`src/rtl/py_seq_if.sv`:
```
// py_seq_if: controls from the packet controller and phase/strobe outputs to the payload bit processor.
// abort_p is present only when PY_SEQ_ABORT_EN is defined.
interface py_seq_if #(
   parameter int LENW = 10
);
   logic            p_1us;
   logic            start_p;
   logic            pk_encode;
   logic [LENW-1:0] py_len;
   logic            crc_en;
   logic            fec32encode;
`ifdef PY_SEQ_ABORT_EN
   logic            abort_p;
`endif
   logic            py_st_p;
   logic            py_period;
   logic            py_datperiod;
   logic            py_crc16period;
   logic            daten;
   logic            py_datvalid_p;
   logic            fec32bk_endp;
   logic            py_endp;
   logic            busy;

   modport master (
      output p_1us, start_p, pk_encode, py_len, crc_en, fec32encode,
`ifdef PY_SEQ_ABORT_EN
      output abort_p,
`endif
      input  py_st_p, py_period, py_datperiod, py_crc16period, daten,
      input  py_datvalid_p, fec32bk_endp, py_endp, busy
   );

   modport slave (
      input  p_1us, start_p, pk_encode, py_len, crc_en, fec32encode,
`ifdef PY_SEQ_ABORT_EN
      input  abort_p,
`endif
      output py_st_p, py_period, py_datperiod, py_crc16period, daten,
      output py_datvalid_p, fec32bk_endp, py_endp, busy
   );
endinterface

```
`src/rtl/py_seq.sv`:
```
// py_seq: payload bit sequencer (start, data, CRC16, FEC pad, FEC parity) driven by the p_1us bit strobe.
// Define PY_SEQ_ABORT_EN to add the abort_p input.
module py_seq #(
   parameter int LENW = 10,
   parameter int BCW  = 14
) (
   input  logic    clk_6M,
   input  logic    rst,
   py_seq_if.slave py
);
   typedef enum logic [2:0] {IDLE, START, DATA, CRC, PAD, DONE} state_t;

   state_t          state;
   logic            crc_q, fec_q;
   logic [LENW-1:0] len_q;
   logic [BCW-1:0]  bc;
   logic [3:0]      slot;

   logic [BCW-1:0]  n_dat, n_info, bc_n;
   logic [3:0]      slot_n;
   logic            info_slot, info_next, final_bit, kill, adv, period;
   state_t          ph_first, ph_next;

   // TX and RX walk the same phase sequence; direction only matters to the bit processor.
   logic unused_enc;
   assign unused_enc = py.pk_encode;

`ifdef PY_SEQ_ABORT_EN
   assign kill = rst | py.abort_p;
`else
   assign kill = rst;
`endif

   assign n_dat  = BCW'({len_q, 3'b000});
   assign n_info = n_dat + (crc_q ? BCW'(16) : BCW'(0));

   assign period    = (state == START) | (state == DATA) | (state == CRC) | (state == PAD);
   assign adv       = py.p_1us & period & (state != START) & ~kill;
   assign info_slot = ~fec_q | (slot < 4'd10);
   assign bc_n      = bc + BCW'(info_slot);
   assign slot_n    = (~fec_q || slot == 4'd14) ? 4'd0 : slot + 4'd1;
   assign info_next = ~fec_q | (slot_n < 4'd10);
   // With FEC the payload ends on a block boundary once every info bit (incl. pad) is out.
   assign final_bit = fec_q ? ((slot == 4'd14) && (bc >= n_info)) : (bc_n == n_info);

   assign ph_first = (n_dat != '0) ? DATA : CRC;
   assign ph_next  = (bc_n < n_dat) ? DATA : (bc_n < n_info) ? CRC : PAD;

   assign py.py_st_p        = (state == START);
   assign py.py_period      = period;
   assign py.py_datperiod   = (state == DATA);
   assign py.py_crc16period = (state == CRC);
   assign py.daten          = period & info_slot;
   assign py.py_datvalid_p  = adv;
   assign py.fec32bk_endp   = adv & fec_q & (slot == 4'd14);
   assign py.py_endp        = ((state == START) & (n_info == '0) & ~kill) | (adv & final_bit);
   assign py.busy           = (state != IDLE);

   always_ff @(posedge clk_6M) begin
      if (rst) begin
         state <= IDLE;
         crc_q <= 1'b0;
         fec_q <= 1'b0;
         len_q <= '0;
         bc    <= '0;
         slot  <= '0;
      end
`ifdef PY_SEQ_ABORT_EN
      else if (py.abort_p && state != IDLE) begin
         state <= IDLE;
         bc    <= '0;
         slot  <= '0;
      end
`endif
      else begin
         case (state)
            IDLE: if (py.start_p) begin
               len_q <= py.py_len;
               crc_q <= py.crc_en;
               fec_q <= py.fec32encode;
               bc    <= '0;
               slot  <= '0;
               state <= START;
            end
            START: begin
               slot  <= '0;
               state <= (n_info == '0) ? DONE : ph_first;
            end
            DATA, CRC, PAD: if (adv) begin
               bc   <= bc_n;
               slot <= slot_n;
               // Parity slots freeze the phase; it moves only when the next slot carries info.
               if (final_bit)      state <= DONE;
               else if (info_next) state <= ph_next;
            end
            DONE:    state <= IDLE;
            default: state <= IDLE;
         endcase
      end
   end
endmodule

```
`src/flat_wrapper.sv`:
```
// flat-port wrapper written by rule: the top's interface ports become plain ports
module py_seq_flat 
#(
   parameter int LENW = 10,
   parameter int BCW  = 14
)
  (clk_6M, rst, py_p_1us, py_start_p, py_pk_encode, py_py_len, py_crc_en, py_fec32encode, py_py_st_p, py_py_period, py_py_datperiod, py_py_crc16period, py_daten, py_py_datvalid_p, py_fec32bk_endp, py_py_endp, py_busy);
  py_seq_if #(.LENW(LENW)) py_i ();
  input  logic clk_6M;
  input  logic rst;
  input wire logic [$bits(py_i.p_1us)-1:0] py_p_1us;
  input wire logic [$bits(py_i.start_p)-1:0] py_start_p;
  input wire logic [$bits(py_i.pk_encode)-1:0] py_pk_encode;
  input wire logic [$bits(py_i.py_len)-1:0] py_py_len;
  input wire logic [$bits(py_i.crc_en)-1:0] py_crc_en;
  input wire logic [$bits(py_i.fec32encode)-1:0] py_fec32encode;
  output wire logic [$bits(py_i.py_st_p)-1:0] py_py_st_p;
  output wire logic [$bits(py_i.py_period)-1:0] py_py_period;
  output wire logic [$bits(py_i.py_datperiod)-1:0] py_py_datperiod;
  output wire logic [$bits(py_i.py_crc16period)-1:0] py_py_crc16period;
  output wire logic [$bits(py_i.daten)-1:0] py_daten;
  output wire logic [$bits(py_i.py_datvalid_p)-1:0] py_py_datvalid_p;
  output wire logic [$bits(py_i.fec32bk_endp)-1:0] py_fec32bk_endp;
  output wire logic [$bits(py_i.py_endp)-1:0] py_py_endp;
  output wire logic [$bits(py_i.busy)-1:0] py_busy;
  assign py_i.p_1us = py_p_1us;
  assign py_i.start_p = py_start_p;
  assign py_i.pk_encode = py_pk_encode;
  assign py_i.py_len = py_py_len;
  assign py_i.crc_en = py_crc_en;
  assign py_i.fec32encode = py_fec32encode;
  assign py_py_st_p = py_i.py_st_p;
  assign py_py_period = py_i.py_period;
  assign py_py_datperiod = py_i.py_datperiod;
  assign py_py_crc16period = py_i.py_crc16period;
  assign py_daten = py_i.daten;
  assign py_py_datvalid_p = py_i.py_datvalid_p;
  assign py_fec32bk_endp = py_i.fec32bk_endp;
  assign py_py_endp = py_i.py_endp;
  assign py_busy = py_i.busy;
  py_seq #(.LENW(LENW), .BCW(BCW)) u_core (.clk_6M(clk_6M), .rst(rst), .py(py_i));
endmodule
```
`config.mk`:
```
export PLATFORM = sky130hd
export DESIGN_NAME = py_seq_flat
export DESIGN_NICKNAME = d
export VERILOG_FILES = /design/src/rtl/py_seq_if.sv /design/src/rtl/py_seq.sv /design/src/flat_wrapper.sv
export SDC_FILE = /design/constraint.sdc
export NUM_CORES = 1
export LEC_CHECK = 0
export BUFFER_PORTS_ARGS = -buffer_cell sky130_fd_sc_hd__buf_2
export CORE_MARGIN = 2
export CORE_UTILIZATION = 60
export DETAILED_ROUTE_END_ITERATION = 10
export PLACE_DENSITY = 0.86
export SLEW_MARGIN = 5
export SYNTH_ARGS = -nofsm -noshare
export SYNTH_HDL_FRONTEND = slang
export SYNTH_SLANG_ARGS = --single-unit
```
`constraint.sdc`:
```
create_clock -name clk_6M -period 3.79 [get_ports clk_6M]
set_input_delay 0.758 -clock clk_6M [delete_from_list [all_inputs] [get_ports clk_6M]]
set_output_delay 0.758 -clock clk_6M [all_outputs]
set_load 0.02 [all_outputs]
```
==> impl_metrics.csv, run 1 <==
group,metric,value,unit
outcome,status,"finished, violations left",
outcome,violations,"setup timing",
layout,filler_cell_count,349,
grt,grt_pass1_vias,2509,
timing,max_clock_freq,0.262,GHz
grt,grt_usage,28.0,%
hold_path,min_path_cells,2,
power_and_ir_drop,clkPwrFrac,21.0,%
logic_synthesis,ys.flop_type,"dfxtp_1",
logic_synthesis,yosysTopAreaCellShare,24.7,%
power_and_ir_drop,p_int,792,uW
logic_synthesis,yosysMostFrequentCell,"nand2_1",
setup_path,reg2reg_to,"u_core.state[2]$_SDFFE_PP0P_",
detailed_routing,routed_wl,6760,um
run,drv_cap,0,
layout,seq_area,662,sq um
clocking,cts_max_path_buffers,2,
logic_synthesis,synthCells,352,
grt,grt_max_degree,34,
detailed_routing,drtPass1Iterations,4,
detailed_routing,drc,0,
logic_synthesis,ys_warn_count,0,
place,io_buffers,24,
die,rows,24,
setup_path,cp.arrival,3060,ps
logic_synthesis,syn_area_per_cell,7.61,sq um
power_and_ir_drop,powerDensity,444,mW/mm^2
timing,finalSetupViolCount,1,
setup_path,crit_required,3030,ps
detailed_routing,routedWlPerCell,15.4,um
power_and_ir_drop,switching_power,609,uW
setup_path,critPathKind,"reg -> out",
layout,multi_input_area,0.00201,sq mm
power_and_ir_drop,power_leakage,0.00133,uW
logic_synthesis,synth_edf_count,0,
die,die_w,70.8,um
logic_synthesis,synthTopCellsByArea,"dfxtp_1, ha_1, a21oi_1",
clocking,clock_sinks,33,
detailed_routing,vias_per_cell,6.06,
power_and_ir_drop,p_sw_share,43.5,%
die,fp.dieArea,0.00501,sq mm
power_and_ir_drop,combPwrFrac,47.9,%
timing,slew_headroom,52.6,%
clocking,cts_hold_buf,0,
timing,report.final.slew_viol_count,0,
layout,post_route_cells_drive_above_1_share,18.8,%
clocking,root_buffer,"clkbuf_8",
timing,finClkSkew,9.84,ps
die,start_util,61.9,%
hold_path,whs_endpoint,"u_core.bc[0]$_SDFFE_PP0P_",
detailed_routing,final_antenna_net_count,0,
timing,rsz0062_at_grt,"yes",
logic_synthesis,synth.largest_area_cell,"dfxtp_1",
layout,area_growth,17.8,%
grt,grt_pass1_wl,11300,um
timing,fin_ws,-31.9,ps
setup_path,r2r_start,"u_core.slot[1]$_SDFFE_PP0P_",
timing,finalHoldViolations,0,
die,fp.coreArea,0.00432,sq mm
logic_synthesis,async_reset_ff_share,0,%
setup_path,reg2reg_slack,450,ps
grt,antenna_found_initial,0,
power_and_ir_drop,max-vdd-ir-drop,0.000527,V
hold_path,worstHoldStart,"u_core.bc[0]$_SDFFE_PP0P_",
die,io_pins,26,
place,gp_congestion,0.920,
clocking,clk_latency,290,ps
timing,fin_crit_sh,101,%
layout,diodes,0,
layout,fin_nets,441,
grt,overflow,0,
power_and_ir_drop,seq_power_share,31.2,%
detailed_routing,via_count,2666,
place,dp.cells,429,
logic_synthesis,synth_seq_cells,33,
timing,period_minus_slack,3820,ps
logic_synthesis,synth_nets,406,
clocking,path_clk_slew,60,ps
setup_path,cp-start-kind,"flop",
setup_path,end_kind,"output pin",
hold_path,hold_class,"reg -> reg",
timing,worst_pin_slew,711,ps
clocking,h-tree-depth,2,
place,place_hpwl,5090,um
clocking,cts_made_buffers,5,
logic_synthesis,ys_seq_area_share,24.7,%
clocking,tritoncts,"yes",
logic_synthesis,synth_cell_type_count,49,
logic_synthesis,yosys-top-cells-count,"nand2_1, ha_1, a21oi_1",
logic_synthesis,netlist_area,0.00268,sq mm
timing,whs,479,ps
die,die_h,70.8,um
layout,fin_cells,440,
detailed_routing,first_iter_violations,224,
setup_path,critPathMaxFanout,5,
setup_path,reg2regPathDepth,14,
[stage by stage]
step / power (uW) / setup WS (ps) / TNS [ps] / util [%] / cell area, sq um
2_1_floorplan: 918 / 265 / 0 / - / 2680
3_3_place_gp: 1080 / 136 / 0 / 67.3 / 2910
3_5_place_dp: 1090 / 66.1 / 0 / 67.3 / 2910
4_1_cts: 1400 / 0.740 / 0 / 72.4 / 3130
5_1_grt: 1490 / -255 / -255 / 72.9 / 3150
6_report: 1400 / -31.9 / -31.9 / 72.9 / 3150
[area by class of cell]
| cell class | instances | share of cell area [%] |
|---|---|---|
| repair buffers | 39 | 7.58 |
| clock buffers | 7 | 3.06 |
| clock inverters | 1 | 0.159 |
| flip-flops and latches | 33 | 21.0 |
| inverters | 21 | 2.54 |
| well taps | 52 | 2.06 |
| multi-input cells | 287 | 63.6 |
[power by group through the flow]
| stage | logic [uW] | registers, uW | clock network (uW) |
|---|---|---|---|
| detailed placement | 647 | 442 | 0 |
| CTS | 665 | 434 | 298 |
| floorplan | 489 | 429 | 0 |
| global route | 741 | 441 | 312 |
| global placement | 636 | 440 | 0 |
| finish | 670 | 436 | 294 |
[cells in the final DEF (no fill, tap or decap), types with 2 or more instances in the layout]
master,n
o21a_1,2
nor2_1,25
buf_4,15
dfxtp_1,32
nand3_1,16
o21ai_0,15
a22o_1,2
nor2_4,2
nand2_1,42
nor2_2,3
nand4_1,9
inv_1,20
ha_2,2
nor3_1,15
and3_1,5
xnor2_1,13
a311oi_1,7
clkinv_2,2
a21oi_1,36
nand2_2,2
and2_1,2
clkbuf_8,7
a22oi_1,2
buf_2,23
nand3_4,2
and4_1,2
ha_1,35
a31oi_1,2
nor4_1,2
a21o_1,4
xnor2_2,3
o22ai_1,2
nand2b_1,2
xor2_1,4
a221oi_1,2
nor2b_1,3
[worst max-delay path, cell delays in order, from the launching register on]
cell	delay (ps)
dfxtp_2	340
o211ai_1	220
ha_2	240
nand4_1	220
nor2_2	190
nand2_2	120
xnor2_1	320
ha_1	230
nand4_1	120
nor2_2	170
nand3_1	100
a22oi_2	190
a22o_1	200
buf_6	120
[logic make-up (layout without fill, tap and decap cells)]
| family | after synthesis | after routing | synth area share (%) |
|---|---|---|---|
| compound gates | 84 | 84 | 19.5 |
| xor+xnor | 21 | 21 | 6.87 |
| fa+ha+maj | 37 | 37 | 17.3 |
| buf+inv | 32 | 68 | 4.58 |
| flops | 33 | 33 | 24.7 |
| simple gates | 145 | 145 | 27.1 |
[layer usage]
metal | wire length [um] | up-vias | track usage, % | part of all wire [%]
li1 | - | 1349 | - | -
met3 | 306 | 21 | 4.99 | 4.5
met1 | 2890 | 1225 | 34.3 | 43
met5 | 0 | - | 0 | 0
met4 | 212 | 0 | 11.1 | 3.1
met2 | 3350 | 71 | 48.5 | 50
[sequential cells by signal (all words and copies together) (netlist names)]
signal / cells
u_core.state: 3
u_core.fec_q: 1
u_core.bc: 14
u_core.crc_q: 1
u_core.len_q: 10
u_core.slot: 4
[worst max-delay path by stage]
stage	start	depth (start not counted)	slack (ps)	endpoint
after floorplan	u_core.slot[2]$_SDFFE_PP0P_	13	270	py_py_endp
after detailed placement	u_core.slot[1]$_SDFFE_PP0P_	13	70	py_py_endp
after global routing	u_core.slot[1]$_SDFFE_PP0P_	13	-250	py_py_endp
after CTS	u_core.slot[1]$_SDFFE_PP0P_	14	0.7	py_py_endp
after global placement	u_core.slot[1]$_SDFFE_PP0P_	13	140	py_py_endp
final	u_core.slot[1]$_SDFFE_PP0P_	13	-30	py_py_endp
[repair_timing]
item | 4_1_cts | 5_1_grt
buffers inserted | 3 | 0
endpoints found under the setup margin | 1 | 1
resized for setup | 23 | 3
pin swaps | 11 | 3
Power figures use the tool's default switching activity.
==> run 2, diff against run 1 <==
Settings changed: CTS_CLUSTER_DIAMETER set to 200, PLACE_DENSITY 0.86 to 0.93, SKIP_LAST_GASP set to 1.
==> impl_metrics.csv, run 2 (synthesized netlist as in run 1, its figures left out) <==
group,metric,value,unit
clocking,h-tree-depth,2,
timing,worst_pin_slew,711,ps
detailed_routing,vias_per_cell,6.35,
run,drv_cap,0,
hold_path,min_path_cells,2,
setup_path,critPathKind,"reg -> out",
hold_path,worstHoldStart,"u_core.len_q[8]$_SDFFE_PP0P_",
power_and_ir_drop,clkPwrFrac,21.1,%
grt,grt_pass1_wl,12300,um
timing,slew_headroom,52.6,%
power_and_ir_drop,powerDensity,443,mW/mm^2
grt,overflow,0,
setup_path,r2r_start,"u_core.slot[1]$_SDFFE_PP0P_",
power_and_ir_drop,p_int,793,uW
die,die_h,70.8,um
setup_path,reg2reg_to,"u_core.state[2]$_SDFFE_PP0P_",
hold_path,hold_class,"reg -> reg",
layout,fin_cells,451,
place,dp.cells,435,
power_and_ir_drop,p_sw_share,44.2,%
clocking,root_buffer,"clkbuf_8",
setup_path,cp-start-kind,"flop",
outcome,status,"finished, violations left",
layout,largest_reg_flops,14,
detailed_routing,routedWlPerCell,16.0,um
setup_path,slowest_delay,320,ps
die,start_util,61.9,%
outcome,violations,"setup timing",
layout,area_growth,19.7,%
clocking,clock_sinks,33,
place,io_buffers,24,
layout,final_common_cell,"nand2_1",
timing,rsz0062_at_grt,"yes",
place,gp_congestion,0.926,
grt,grt_usage,30.3,%
setup_path,critPathMaxFanout,3,
die,fp.coreArea,0.00432,sq mm
setup_path,crit_chain,"o211ai_1 -> ha_2 -> ha_2 -> nand3_4 -> nor2_4 -> nand3_2 -> xnor2_2 -> ha_1 -> nand4_1 -> nor2_2 -> nand3_1 -> a22oi_2 -> a22o_1 -> buf_4",
clocking,cts_hold_buf,0,
detailed_routing,routed_wl,7230,um
setup_path,reg2reg_slack,270,ps
setup_path,crit_required,3030,ps
grt,grt_pass1_vias,2754,
timing,fin_ws,-178,ps
setup_path,cp.arrival,3210,ps
clocking,path_clk_slew,70,ps
detailed_routing,via_count,2864,
detailed_routing,first_iter_violations,289,
timing,finClkSkew,4.20,ps
die,fp.dieArea,0.00501,sq mm
power_and_ir_drop,max-vdd-ir-drop,0.000353,V
clocking,cts_made_buffers,5,
layout,reg_top3,"u_core.bc: 14 flops, u_core.len_q: 10 flops, u_core.slot: 4 flops",
setup_path,end_kind,"output pin",
timing,tns,-178,ps
timing,period_minus_slack,3970,ps
power_and_ir_drop,power_leakage,0.00136,uW
timing,finalSetupViolCount,1,
place,place_hpwl,5070,um
setup_path,reg2regPathDepth,14,
die,rows,24,
power_and_ir_drop,switching_power,627,uW
detailed_routing,drc,0,
timing,report.final.slew_viol_count,0,
grt,grt_max_degree,34,
detailed_routing,drtPass1Iterations,6,
layout,layout_common_cells,"nand2_1, a21oi_1, ha_1",
layout,post_route_cells_drive_above_1_share,19.8,%
clocking,cts_max_path_buffers,2,
layout,regMostFlops,"u_core.bc",
hold_path,whs_endpoint,"u_core.len_q[8]$_SDFFE_PP0P_",
setup_path,crit_path_frequent_cell,"ha_2",
layout,diodes,0,
power_and_ir_drop,combPwrFrac,48.1,%
clocking,tritoncts,"yes",
clocking,clk_latency,290,ps
setup_path,cp_slowest_cell,"ha_1",
detailed_routing,final_antenna_net_count,0,
timing,max_clock_freq,0.252,GHz
layout,fin_nets,452,
die,io_pins,26,
grt,antenna_found_initial,0,
timing,fin_crit_sh,105,%
setup_path,critical_path.startpoint,"u_core.slot[1]$_SDFFE_PP0P_",
timing,finalHoldViolations,0,
power_and_ir_drop,seq_power_share,30.8,%
die,die_w,70.8,um
[run 2: worst max-delay path by stage]
stage / depth (start not counted) / slack [ps] / endpoint
2_1_floorplan: 13 / 270 / py_py_endp
3_3_place_gp: 13 / 140 / py_py_endp
3_5_place_dp: 13 / 20 / py_py_endp
4_1_cts: 14 / -50 / py_py_endp
5_1_grt: 14 / -360 / py_py_endp
6_report: 14 / -180 / py_py_endp
[run 2: power groups by stage]
stage                     sequential [uW]  combinational [uW]  clock (uW)
after floorplan                       429                 489           0
after global placement                439                 627           0
after detailed placement              441                 646           0
after CTS                             435                 667         299
after global routing                  443                 753         314
final                                 437                 684         300
[run 2: repair_timing]
action                     in CTS  in global routing
setup endpoints to repair       1                  1
pin swaps                      13                  3
buffers inserted                8                  0
gates resized for setup        17                  2
[run 2: area by class of cell]
class / instances / area (sq um)
clock buffer: 7 / 96.3
clock inverter: 1 / 5.00
fill: 300 / 1120
inverter: 21 / 80.1
multi-input combinational: 287 / 1980
sequential: 33 / 661
tap: 52 / 65.1
timing repair buffer: 50 / 318
[run 2: worst max-delay path, delay by kind of cell (launching register included)]
family	cells	cell delay, ps
AND/OR/NAND/NOR	6	850
AO/OA/AOI/OAI	3	650
XOR/XNOR	1	180
buffers and inverters	1	140
adder cells (fa/ha/maj)	3	790
flip-flops	1	310
[run 2: per-layer routing]
layer	vias up	share of wire [%]	GRT usage [%]	wire, um
li1	1363	-	-	-
met1	1334	41	36.9	2960
met2	144	50	52.5	3610
met3	23	6.7	5.70	486
met4	0	2.4	11.9	177
met5	-	0	0	0
[run 2: through the flow]
stage | util, % | hold WS, ps | setup slack (ps) | power, uW | area (sq um)
after detailed placement | 68.3 | 470 | 18.0 | 1090 | 2960
final | 74.1 | 477 | -178 | 1420 | 3200
after CTS | 73.9 | 479 | -49.1 | 1400 | 3200
after global routing | 74.1 | 511 | -361 | 1510 | 3200
after floorplan | - | 440 | 265 | 918 | 2680
after global placement | 68.3 | 460 | 145 | 1070 | 2960
==> run 3, diff against run 2 <==
Settings changed: PLACE_DENSITY 0.93 to 0.81.
==> impl_metrics.csv, run 3 (synthesized netlist as in run 1, its figures left out) <==
group,metric,value,unit
setup_path,cp_slowest_cell,"a221oi_1",
clocking,clock_sinks,33,
setup_path,cp-start-kind,"flop",
detailed_routing,via_count,2702,
detailed_routing,drc,0,
setup_path,critPathKind,"reg -> out",
setup_path,reg2reg_to,"u_core.state[2]$_SDFFE_PP0P_",
clocking,h-tree-depth,2,
layout,area_growth,19.0,%
setup_path,crit_required,3030,ps
setup_path,reg2regPathDepth,14,
power_and_ir_drop,powerDensity,431,mW/mm^2
clocking,root_buffer,"clkbuf_8",
die,die_h,70.8,um
setup_path,critPathMaxFanout,4,
hold_path,hold_class,"reg -> reg",
place,dp.cells,431,
place,place_hpwl,4910,um
detailed_routing,first_iter_violations,136,
timing,period_minus_slack,3880,ps
layout,fin_nets,447,
grt,grt_pass1_wl,11700,um
power_and_ir_drop,power_leakage,0.00135,uW
timing,fin_ws,-86.7,ps
layout,reg_top3,"u_core.bc: 14 flops, u_core.len_q: 10 flops, u_core.slot: 4 flops",
timing,report.final.slew_viol_count,0,
detailed_routing,routedWlPerCell,15.5,um
grt,antenna_found_initial,0,
detailed_routing,routed_wl,6900,um
grt,grt_max_degree,34,
timing,worst_pin_slew,733,ps
timing,whs,475,ps
grt,gr-max-usage-layer,"met2",
layout,regMostFlops,"u_core.bc",
timing,rsz0062_at_grt,"yes",
detailed_routing,vias_per_cell,6.06,
detailed_routing,final_antenna_net_count,0,
place,gp_congestion,0.889,
setup_path,cp.arrival,3120,ps
setup_path,slowest_delay,410,ps
timing,finalSetupViolCount,1,
die,fp.coreArea,0.00432,sq mm
layout,filler_cell_count,356,
setup_path,end_kind,"output pin",
timing,max_clock_freq,0.258,GHz
grt,grt_usage,28.9,%
grt,grt_use_met2,53.3,%
layout,largest_reg_flops,14,
power_and_ir_drop,max-vdd-ir-drop,0.000490,V
layout,final_common_cell,"nand2_1",
setup_path,crit_chain,"ha_1 -> nand2_1 -> nor2_2 -> nand3_1 -> xnor2_2 -> ha_1 -> a21o_1 -> a21o_1 -> a221oi_1 -> a22oi_2 -> a22o_1 -> buf_6",
outcome,status,"finished, violations left",
power_and_ir_drop,power,1370,uW
timing,tns,-86.7,ps
layout,layout_common_cells,"nand2_1, a21oi_1, ha_1",
clocking,path_clk_slew,70,ps
detailed_routing,drtPass1Iterations,5,
run,drv_cap,0,
die,die_w,70.8,um
clocking,clk_latency,280,ps
grt,met3_usage,4.56,%
clocking,cts_made_buffers,5,
setup_path,r2r_start,"u_core.slot[1]$_SDFFE_PP0P_",
setup_path,reg2reg_slack,380,ps
grt,grtUsageMet1,33.4,%
timing,slew_headroom,51.1,%
clocking,tritoncts,"yes",
clocking,cts_max_path_buffers,2,
grt,overflow,0,
die,io_pins,26,
die,rows,24,
outcome,violations,"setup timing",
place,io_buffers,24,
timing,finalHoldViolations,0,
grt,grt_pass1_vias,2634,
die,start_util,61.9,%
layout,diodes,0,
die,fp.dieArea,0.00501,sq mm
place,placed_cell_area,0.00293,sq mm
timing,fin_crit_sh,102,%
setup_path,crit_path_end,"py_py_endp",
timing,finClkSkew,6.14,ps
layout,fin_cells,446,
layout,postLayoutCellArea,0.00319,sq mm
layout,post_route_cells_drive_above_1_share,19.3,%
setup_path,critical_path.startpoint,"u_core.len_q[1]$_SDFFE_PP0P_",
-- run 3: cell types whose count changed in the layout (fill, tap and decap cells not counted), sizes merged --
cell,previous run,this run
buf,50,45
clkbuf,7,8
clkinv,2,1
-- run 3: through the flow --
stage,setup slack (ps),util [%]
after global placement,176,67.7
after detailed placement,57.1,67.7
final,-86.7,73.7
after global routing,-313,73.7
after CTS,-7.36,73.6
after floorplan,265,-
-- run 3: what timing repair did --
item	in CTS	in global routing
gates resized for setup	26	1
hold endpoints to repair	0	0
hold buffers	0	0
endpoints found under the setup margin	1	1
pin swaps	17	2
setup buffers	7	0
-- run 3: worst min-delay path by stage --
stage,start,to,cells after the start
after detailed placement,u_core.crc_q$_SDFFE_PP0P_,u_core.crc_q$_SDFFE_PP0P_,2
after global placement,u_core.crc_q$_SDFFE_PP0P_,u_core.crc_q$_SDFFE_PP0P_,2
final,u_core.crc_q$_SDFFE_PP0P_,u_core.crc_q$_SDFFE_PP0P_,2
after floorplan,u_core.crc_q$_SDFFE_PP0P_,u_core.crc_q$_SDFFE_PP0P_,2
after CTS,u_core.crc_q$_SDFFE_PP0P_,u_core.crc_q$_SDFFE_PP0P_,2
after global routing,u_core.crc_q$_SDFFE_PP0P_,u_core.crc_q$_SDFFE_PP0P_,2
-- run 3: layer usage --
metal	share of wire, %	vias to the layer above
li1	-	1361
met1	43	1247
met2	50	78
met3	4.1	16
met4	2.1	0
met5	0	-
-- run 3: power by group --
part           leakage, uW  switching, uW  internal, uW
Sequential        0.000269           48.7           385
Clock            0.0000395            123           130
Combinational      0.00104            438           248
Total              0.00135            610           764
-- run 3: area by class of cell --
type                       count  area (sq um)  share of cell area, %
sequential                    33           662                   20.8
multi-input combinational    287          2010                   63.1
tap                           52          65.1                   2.04
timing repair buffer          45           288                   9.03
clock buffer                   8          80.1                   2.51
inverter                      21          80.1                   2.51
-- run 3: critical path, delay by kind of cell, from the launching register on --
kind | cells | cell delay, ps
xor+xnor | 1 | 210
flops | 1 | 380
compound gates | 5 | 1140
fa+ha+maj | 2 | 510
buf+inv | 1 | 130
simple gates | 3 | 470
